**src/rtl/aes_pkg.sv**
```systemverilog
// Shared definitions for the AES command front end: host command codes,
// FSM state encoding and the AES block width.
package aes_pkg;

  localparam int AES_BLOCK_W = 128;

  typedef enum logic [1:0] {
    C_ID = 2'b00,
    C_SP = 2'b01,
    C_SK = 2'b10,
    C_ST = 2'b11
  } cmd_e;

  typedef enum logic {
    S_IDLE = 1'b0,
    S_BUSY = 1'b1
  } state_e;

endpackage

```
**src/rtl/aes_byte_loader.sv**
```systemverilog
// Byte-serial operand loader: shifts bytes in MSB-first, counts the current
// run modulo BYTES and flags when a full run of BYTES bytes has been captured.
module aes_byte_loader
  import aes_pkg::*;
#(
  parameter int BYTES = AES_BLOCK_W / 8
) (
  input  logic               clk,
  input  logic               rst_,
  input  logic               load_en,
  input  logic               consume,
  input  logic [7:0]         din,
  output logic [8*BYTES-1:0] data,
  output logic               full
);

  localparam int CNT_W = $clog2(BYTES);
  localparam logic [CNT_W-1:0] LAST = CNT_W'(BYTES - 1);

  logic [8*BYTES-1:0] data_reg;
  logic [CNT_W-1:0]   cnt_reg;
  logic [CNT_W-1:0]   idx;
  logic               full_reg;
  logic               in_run_reg;

  // A load that does not directly follow another load starts a fresh run at byte 0.
  assign idx = in_run_reg ? cnt_reg : '0;

  always_ff @(posedge clk or negedge rst_) begin
    if (!rst_) begin
      data_reg   <= '0;
      cnt_reg    <= '0;
      full_reg   <= 1'b0;
      in_run_reg <= 1'b0;
    end else begin
      in_run_reg <= load_en;
      if (load_en) begin
        data_reg <= {data_reg[8*BYTES-9:0], din};
        cnt_reg  <= (idx == LAST) ? '0 : idx + 1'b1;
        full_reg <= (idx == LAST) | (in_run_reg & full_reg);
      end else if (consume) begin
        full_reg <= 1'b0;
      end
    end
  end

  assign data = data_reg;
  assign full = full_reg;

endmodule

```
**src/rtl/aes_input_interface.sv**
```systemverilog
// Host command front end of the AES engine: assembles plaintext and key,
// launches the round core once per host start and holds operands while busy.
module aes_input_interface
  import aes_pkg::*;
#(
  parameter int BLOCK_BYTES = AES_BLOCK_W / 8,
  parameter int KEY_BYTES   = 16
) (
  input  logic                     clk,
  input  logic                     rst_,
  input  logic [7:0]               din,
  input  logic [1:0]               cmd,
  output logic                     interface_ready,
  output logic [8*BLOCK_BYTES-1:0] plaintext,
  output logic [8*KEY_BYTES-1:0]   key,
  output logic                     core_start,
  input  logic                     core_done,
  output logic                     cmd_err
);

  state_e state_reg;
  logic   ready_reg;
  logic   core_start_reg;
  logic   cmd_err_reg;
  logic   st_prev_reg;

  logic accept;
  logic pt_load;
  logic key_load;
  logic st_edge;
  logic start_ok;
  logic start_bad;
  logic pt_full;
  logic key_full;

  // ready_reg is low for the first cycle after reset, so it also gates acceptance.
  assign accept    = (state_reg == S_IDLE) && ready_reg;
  assign pt_load   = accept && (cmd == C_SP);
  assign key_load  = accept && (cmd == C_SK);
  assign st_edge   = accept && (cmd == C_ST) && !st_prev_reg;
  assign start_ok  = st_edge && pt_full && key_full;
  assign start_bad = st_edge && !(pt_full && key_full);

  aes_byte_loader #(
    .BYTES(BLOCK_BYTES)
  ) u_pt_loader (
    .clk     (clk),
    .rst_    (rst_),
    .load_en (pt_load),
    .consume (start_ok),
    .din     (din),
    .data    (plaintext),
    .full    (pt_full)
  );

  // The key survives a start so consecutive blocks only need new plaintext.
  aes_byte_loader #(
    .BYTES(KEY_BYTES)
  ) u_key_loader (
    .clk     (clk),
    .rst_    (rst_),
    .load_en (key_load),
    .consume (1'b0),
    .din     (din),
    .data    (key),
    .full    (key_full)
  );

  always_ff @(posedge clk or negedge rst_) begin
    if (!rst_) begin
      state_reg      <= S_IDLE;
      ready_reg      <= 1'b0;
      core_start_reg <= 1'b0;
      cmd_err_reg    <= 1'b0;
      st_prev_reg    <= 1'b0;
    end else begin
      st_prev_reg    <= (cmd == C_ST);
      core_start_reg <= 1'b0;
      cmd_err_reg    <= 1'b0;
      case (state_reg)
        S_IDLE: begin
          ready_reg <= 1'b1;
          if (start_ok) begin
            state_reg      <= S_BUSY;
            ready_reg      <= 1'b0;
            core_start_reg <= 1'b1;
          end else if (start_bad) begin
            cmd_err_reg <= 1'b1;
          end
        end
        S_BUSY: begin
          if (core_done) begin
            state_reg <= S_IDLE;
            ready_reg <= 1'b1;
          end
        end
        default: begin
          state_reg <= S_IDLE;
          ready_reg <= 1'b0;
        end
      endcase
    end
  end

  assign interface_ready = ready_reg;
  assign core_start      = core_start_reg;
  assign cmd_err         = cmd_err_reg;

endmodule

```
**config.mk**
```make
export PLATFORM = sky130hd
export DESIGN_NAME = aes_input_interface
export DESIGN_NICKNAME = d
export VERILOG_FILES = /design/src/rtl/aes_pkg.sv /design/src/rtl/aes_byte_loader.sv /design/src/rtl/aes_input_interface.sv
export SDC_FILE = /design/constraint.sdc
export NUM_CORES = 1
export LEC_CHECK = 0
export ABC_AREA = 1
export CAP_MARGIN = 5
export CORE_UTILIZATION = 40
export DETAILED_ROUTE_END_ITERATION = 16
export GPL_ROUTABILITY_DRIVEN = 0
export PLACE_DENSITY = 0.73
export REMOVE_ABC_BUFFERS = 1
export SYNTH_ARGS = -nofsm -noshare
export SYNTH_HDL_FRONTEND = slang
export SYNTH_SLANG_ARGS = --single-unit
export TNS_END_PERCENT = 1
```
**constraint.sdc**
```tcl
create_clock -name clk -period 1.35 [get_ports clk]
set_input_delay 0.27 -clock clk [delete_from_list [all_inputs] [get_ports clk]]
set_output_delay 0.27 -clock clk [all_outputs]
set_load 0.03 [all_outputs]
```
# Yosys cells after proc, flatten, opt, wreduce, memory -nomap -nowiden
# Index checks and enable logic that the tools add are counted.
[classes]
n_div = 0
eq_ne = 6
n_reduce_logical = 12
magnitude_cmp = 0
n_addsub = 2
shift = 0
bitwise_logic = 5
muxes = 16
n_mul = 0
[op_table]
columns = ["cell", "n"]
rows = [
  ["$mux 4", 4],
  ["$mux 1", 10],
  ["$logic_and 1x1->1", 9],
  ["$add 4x1->4 const B", 2],
  ["$eq 4x4->1 const B", 2],
  ["$eq 2x2->1 const B", 2],
  ["$pmux 1 s2", 2],
  ["$and 1x1->1", 2],
  ["$eq 2x1->1 const B", 1],
  ["$logic_not 1->1", 2],
  ["$ne 2x2->1 const B", 1],
  ["$or 1x1->1", 2],
  ["$reduce_bool 2->1", 1],
  ["$not 1->1", 1],
]
[totals]
n_memories = 0
register_bits = 273
mem_bits_ro = 0
latch_bits = 0
mem_bits_rw = 0

# Depth between registers and ports, before layout
[depth]
word_depth = 8
ltp_mapped = 9
mapped_depth_nobuf = 8

# By module
# Synthesis repeated with hierarchy kept, for this count alone.
[hier_totals]
hier_cells = 1057
area_unflattened_um2 = 10283.6
[modules_own_cells]
columns = ["module", "seq_area_each_um2", "n_inst", "area_each_um2", "cells_per_inst"]
rows = [
  ["aes_byte_loader", 3353.2, 2, 5028.6, 514],
  ["aes_input_interface", 125.1, 1, 226.5, 29],
]

# Worst setup path before layout
# Ideal clock, no wire load.
[synth_path]
path_kind = "register to register"
start = "reg ready_reg, in the netlist interface_ready"
end = "reg u_pt_loader.data_reg[100], in the netlist u_pt_loader.data[100]"
arrival_time_ns = 1.356
t_required_ns = 1.232
path_stages_with_launch = 8
setup_slack_ns = -0.124
n_path_buf = 2
setup_time_ns = 0.118
cell_sequence = "dfrtp_1 nand2_1 nor2_4 inv_2 buf_2 buf_2 nand2_1 nand2_1"
[synth_via]
elab_chain_len = 2
[synth_lines]
columns = ["element", "line", "text"]
rows = [
  ["start, declared", "aes_input_interface.sv:22", "logic ready_reg;"],
  ["start signal, assigned", "aes_input_interface.sv:72", "ready_reg <= 1'b0;"],
  ["start signal, assigned", "aes_input_interface.sv:82", "ready_reg <= 1'b1;"],
  ["start signal, assigned", "aes_input_interface.sv:85", "ready_reg <= 1'b0;"],
  ["$logic_and 1x1->1", "aes_input_interface.sv:37", "assign accept = (state_reg == S_IDLE) && ready_reg;"],
  ["$logic_and 1x1->1", "aes_input_interface.sv:38", "assign pt_load = accept && (cmd == C_SP);"],
  ["end signal, assigned", "aes_byte_loader.sv:38", "data_reg <= {data_reg[8*BYTES-9:0], din};"],
  ["end, declared", "aes_byte_loader.sv:20", "logic [8*BYTES-1:0] data_reg;"],
]
# No other way between the ends.
# A chain may end at the register's enable or synchronous reset.

# Final worst setup path
[layout_path]
start = "reg ready_reg, in the netlist interface_ready"
end = "out interface_ready"
[layout_lines]
columns = ["element", "line", "text"]
rows = [
  ["end, declared", "aes_input_interface.sv:13", "output logic interface_ready,"],
]
# No word-level cell between the ends.

==> flow_metrics.tcl <==
set metrics [dict create \
    status "finished with violations" \
    violations "setup timing" \
    cts_inserted_buffers 29 \
    grt_max_degree 62 \
    die-area_um2 26500 \
    synth.cell_area_um2 10300 \
    grt_pass1_vias 8295 \
    grt.met1_usage_pct 25.1 \
    combPwrFrac_pct 32.3 \
    r2r-start "state_reg" \
    clkSinkCount 273 \
    synth_warnings 0 \
    sw_frac_of_total_pct 34.6 \
    worstMarginPinSlew_ps 313 \
    start_kind "register" \
    die_h_um 163 \
    cts_buffer_depth 3 \
    irDropWorstVdd_uv 1180 \
    clk_pin_slew_ps 60 \
    reg2reg_to "u_pt_loader.data[51]" \
    cts_tree "built" \
    overflow 0 \
    start_util_pct 40.9 \
    busiest_layer "met2" \
    path_cells "buf_2" \
    hold_ws_ps 172 \
    crit_type "register to output pin" \
    leakagePower_nw 8.54 \
    layout.nets 1503 \
    grt_pass1_wl_mm 42.7 \
    finalHoldViolCount 0 \
    num_rows 58 \
    layout.cells.non_filler 1837 \
    dr.pass1.iters 5 \
    worst-path-buf-inv 1 \
    drt-vias-per-instance 4.62 \
    worst_setup_path_end_kind "output pin" \
    root_buffer "clkbuf_16" \
    route.detailed.drc 0 \
    synthCells 1162 \
    die_x_um 163 \
    num-fill-cells 2093 \
    yosysSeqAreaShare_pct 66.2 \
    num_vias 8490 \
    ant_nets 0 \
    antenna_found_initial 1 \
    finalPower_w 0.0278 \
    h-tree-depth 1 \
    max_stage_delay_ps 390 \
    cp_max_fo 3 \
    use_met3_pct 5.91 \
    period_needed_ps 1400 \
    power_density_nw_per_um2 1790 \
    p_clk_share_pct 27.5 \
    dp_cells 1777 \
    io_pins 272 \
    relSlewSlack_pct 79.1 \
    drtIter0Drc 495 \
    hp-class "primary input to async pin" \
    met2_usage_pct 33.5 \
    final_cell_mix "nand2_1, dfrtp_1, buf_6" \
    fin_crit_sh_pct 104 \
    crit_path_start "interface_ready" \
    max_freq_ghz 0.712 \
    synth_seq_cells 273 \
    avgSynthCellArea_um2 8.89 \
    rsz0062_at_grt "true" \
    intPower_w 0.0182 \
    max-cap-violations 0 \
    fp.coreArea_um2 25300 \
    crit_slowest_cell "dfrtp_1" \
    drive_gt1_share_pct 26.6 \
    timing.setup.tns_ps -2630 \
    rr_worst_depth 8 \
    critPathTopFamily "flip-flops" \
    wl_mm 27.0 \
    final.setup.worst_slack_ps -54.4 \
    finalSetupViolations 182 \
    clk_latency_ps 530 \
    routedWlPerCell_um 14.7 \
    switching_power_w 0.00962 \
    final_common_cell "nand2_1" \
    slew_violations 0 \
    seq_power_share_pct 40.2 \
    cp.required_ps 1080 \
    grtUsageTotal_pct 20.0 \
    arrival_ps 1130 \
    area_growth_pct 50.2 \
    synth_cell_types 20 \
    port_buffers 271 \
    finClkSkew_ps 8.23 \
    dpl.hpwl_mm 18.0 \
    ff2ff_setup_slack_ps -10 \
]
[cells by family (layout without fill, tap and decap cells)]
kind of cell	Yosys count	after routing	synth area share (%)
compound gates	45	45	2.23
simple gates	752	752	27.6
buf+inv	89	433	3.72
other cells	0	1	0
fa+ha+maj	2	2	0.242
flops	273	273	66.2
xor+xnor	1	1	0.0848
[Yosys cell counts]
cell        n  area (um2)
o21bai_1    2        15.0
ha_1        2        25.0
nand2_2     1        6.26
xor2_1      1        8.76
nor2_1      7        26.3
o21ai_0    43         215
and3_1      1        6.26
buf_1       2        7.51
nand2_1   737        2770
inv_2       4        15.0
clkbuf_1   20        75.1
nand3b_1    1        7.51
buf_4       3        22.5
buf_2      31         155
nor2_4      1        11.3
nand4_1     1        6.26
dfrtp_1   273        6830
inv_1      29         109
nand3_1     2        10.0
or2_2       1        6.26
[per-layer routing]
layer	part of all wire, %	wire [um]
met1	42	11200
met4	2.1	573
met2	49	13100
met3	7.6	2040
met5	0	0
[power groups by stage]
| stage | Clock [W] | Combinational [W] | Sequential (W) |
|---|---|---|---|
| after floorplan | 0 | 0.00130 | 0.0137 |
| final | 0.00764 | 0.00899 | 0.0112 |
| after global placement | 0 | 0.00883 | 0.0111 |
| after detailed placement | 0 | 0.00896 | 0.0111 |
| after global routing | 0.00814 | 0.00953 | 0.0114 |
| after CTS | 0.00783 | 0.00899 | 0.0112 |
[final cells by class]
type,instances,area [um2],area share [%]
well taps,330,413,2.66
diodes,1,2.50,0.0161
repair buffers,351,4080,26.3
clock buffers,46,870,5.61
clock inverters,3,43.8,0.282
inverters,33,131,0.847
flip-flops and latches,273,6840,44.1
multi-input cells,800,3130,20.2
[worst max-delay path by stage]
stage | endpoint | depth (start not counted)
3_3_place_gp | u_key_loader.data[22] | 8
5_1_grt | interface_ready | 1
6_report | interface_ready | 1
4_1_cts | plaintext[119] | 1
3_5_place_dp | u_key_loader.data[77] | 7
2_1_floorplan | u_pt_loader.full | 5
[per-stage QoR]
step | area, um2 | setup WS, ps | utilization, %
2_1_floorplan | 10100 | -2330 | -
3_3_place_gp | 14400 | -417 | 57.1
3_5_place_dp | 14400 | -445 | 57.1
4_1_cts | 15300 | -121 | 60.7
5_1_grt | 15500 | -97.8 | 61.4
6_report | 15500 | -54.4 | 61.4
[what timing repair did]
| action | in CTS | in global routing |
|---|---|---|
| hold buffers | 1 | 0 |
| setup buffers | 3 | 4 |
| resized for setup | 1004 | 43 |
| gates cloned | 0 | 2 |
| setup endpoints to repair | 438 | 461 |
| pin swaps | 0 | 1 |
| hold endpoints to repair | 222 | 0 |
No activity file was read; power rests on OpenSTA's default activity.
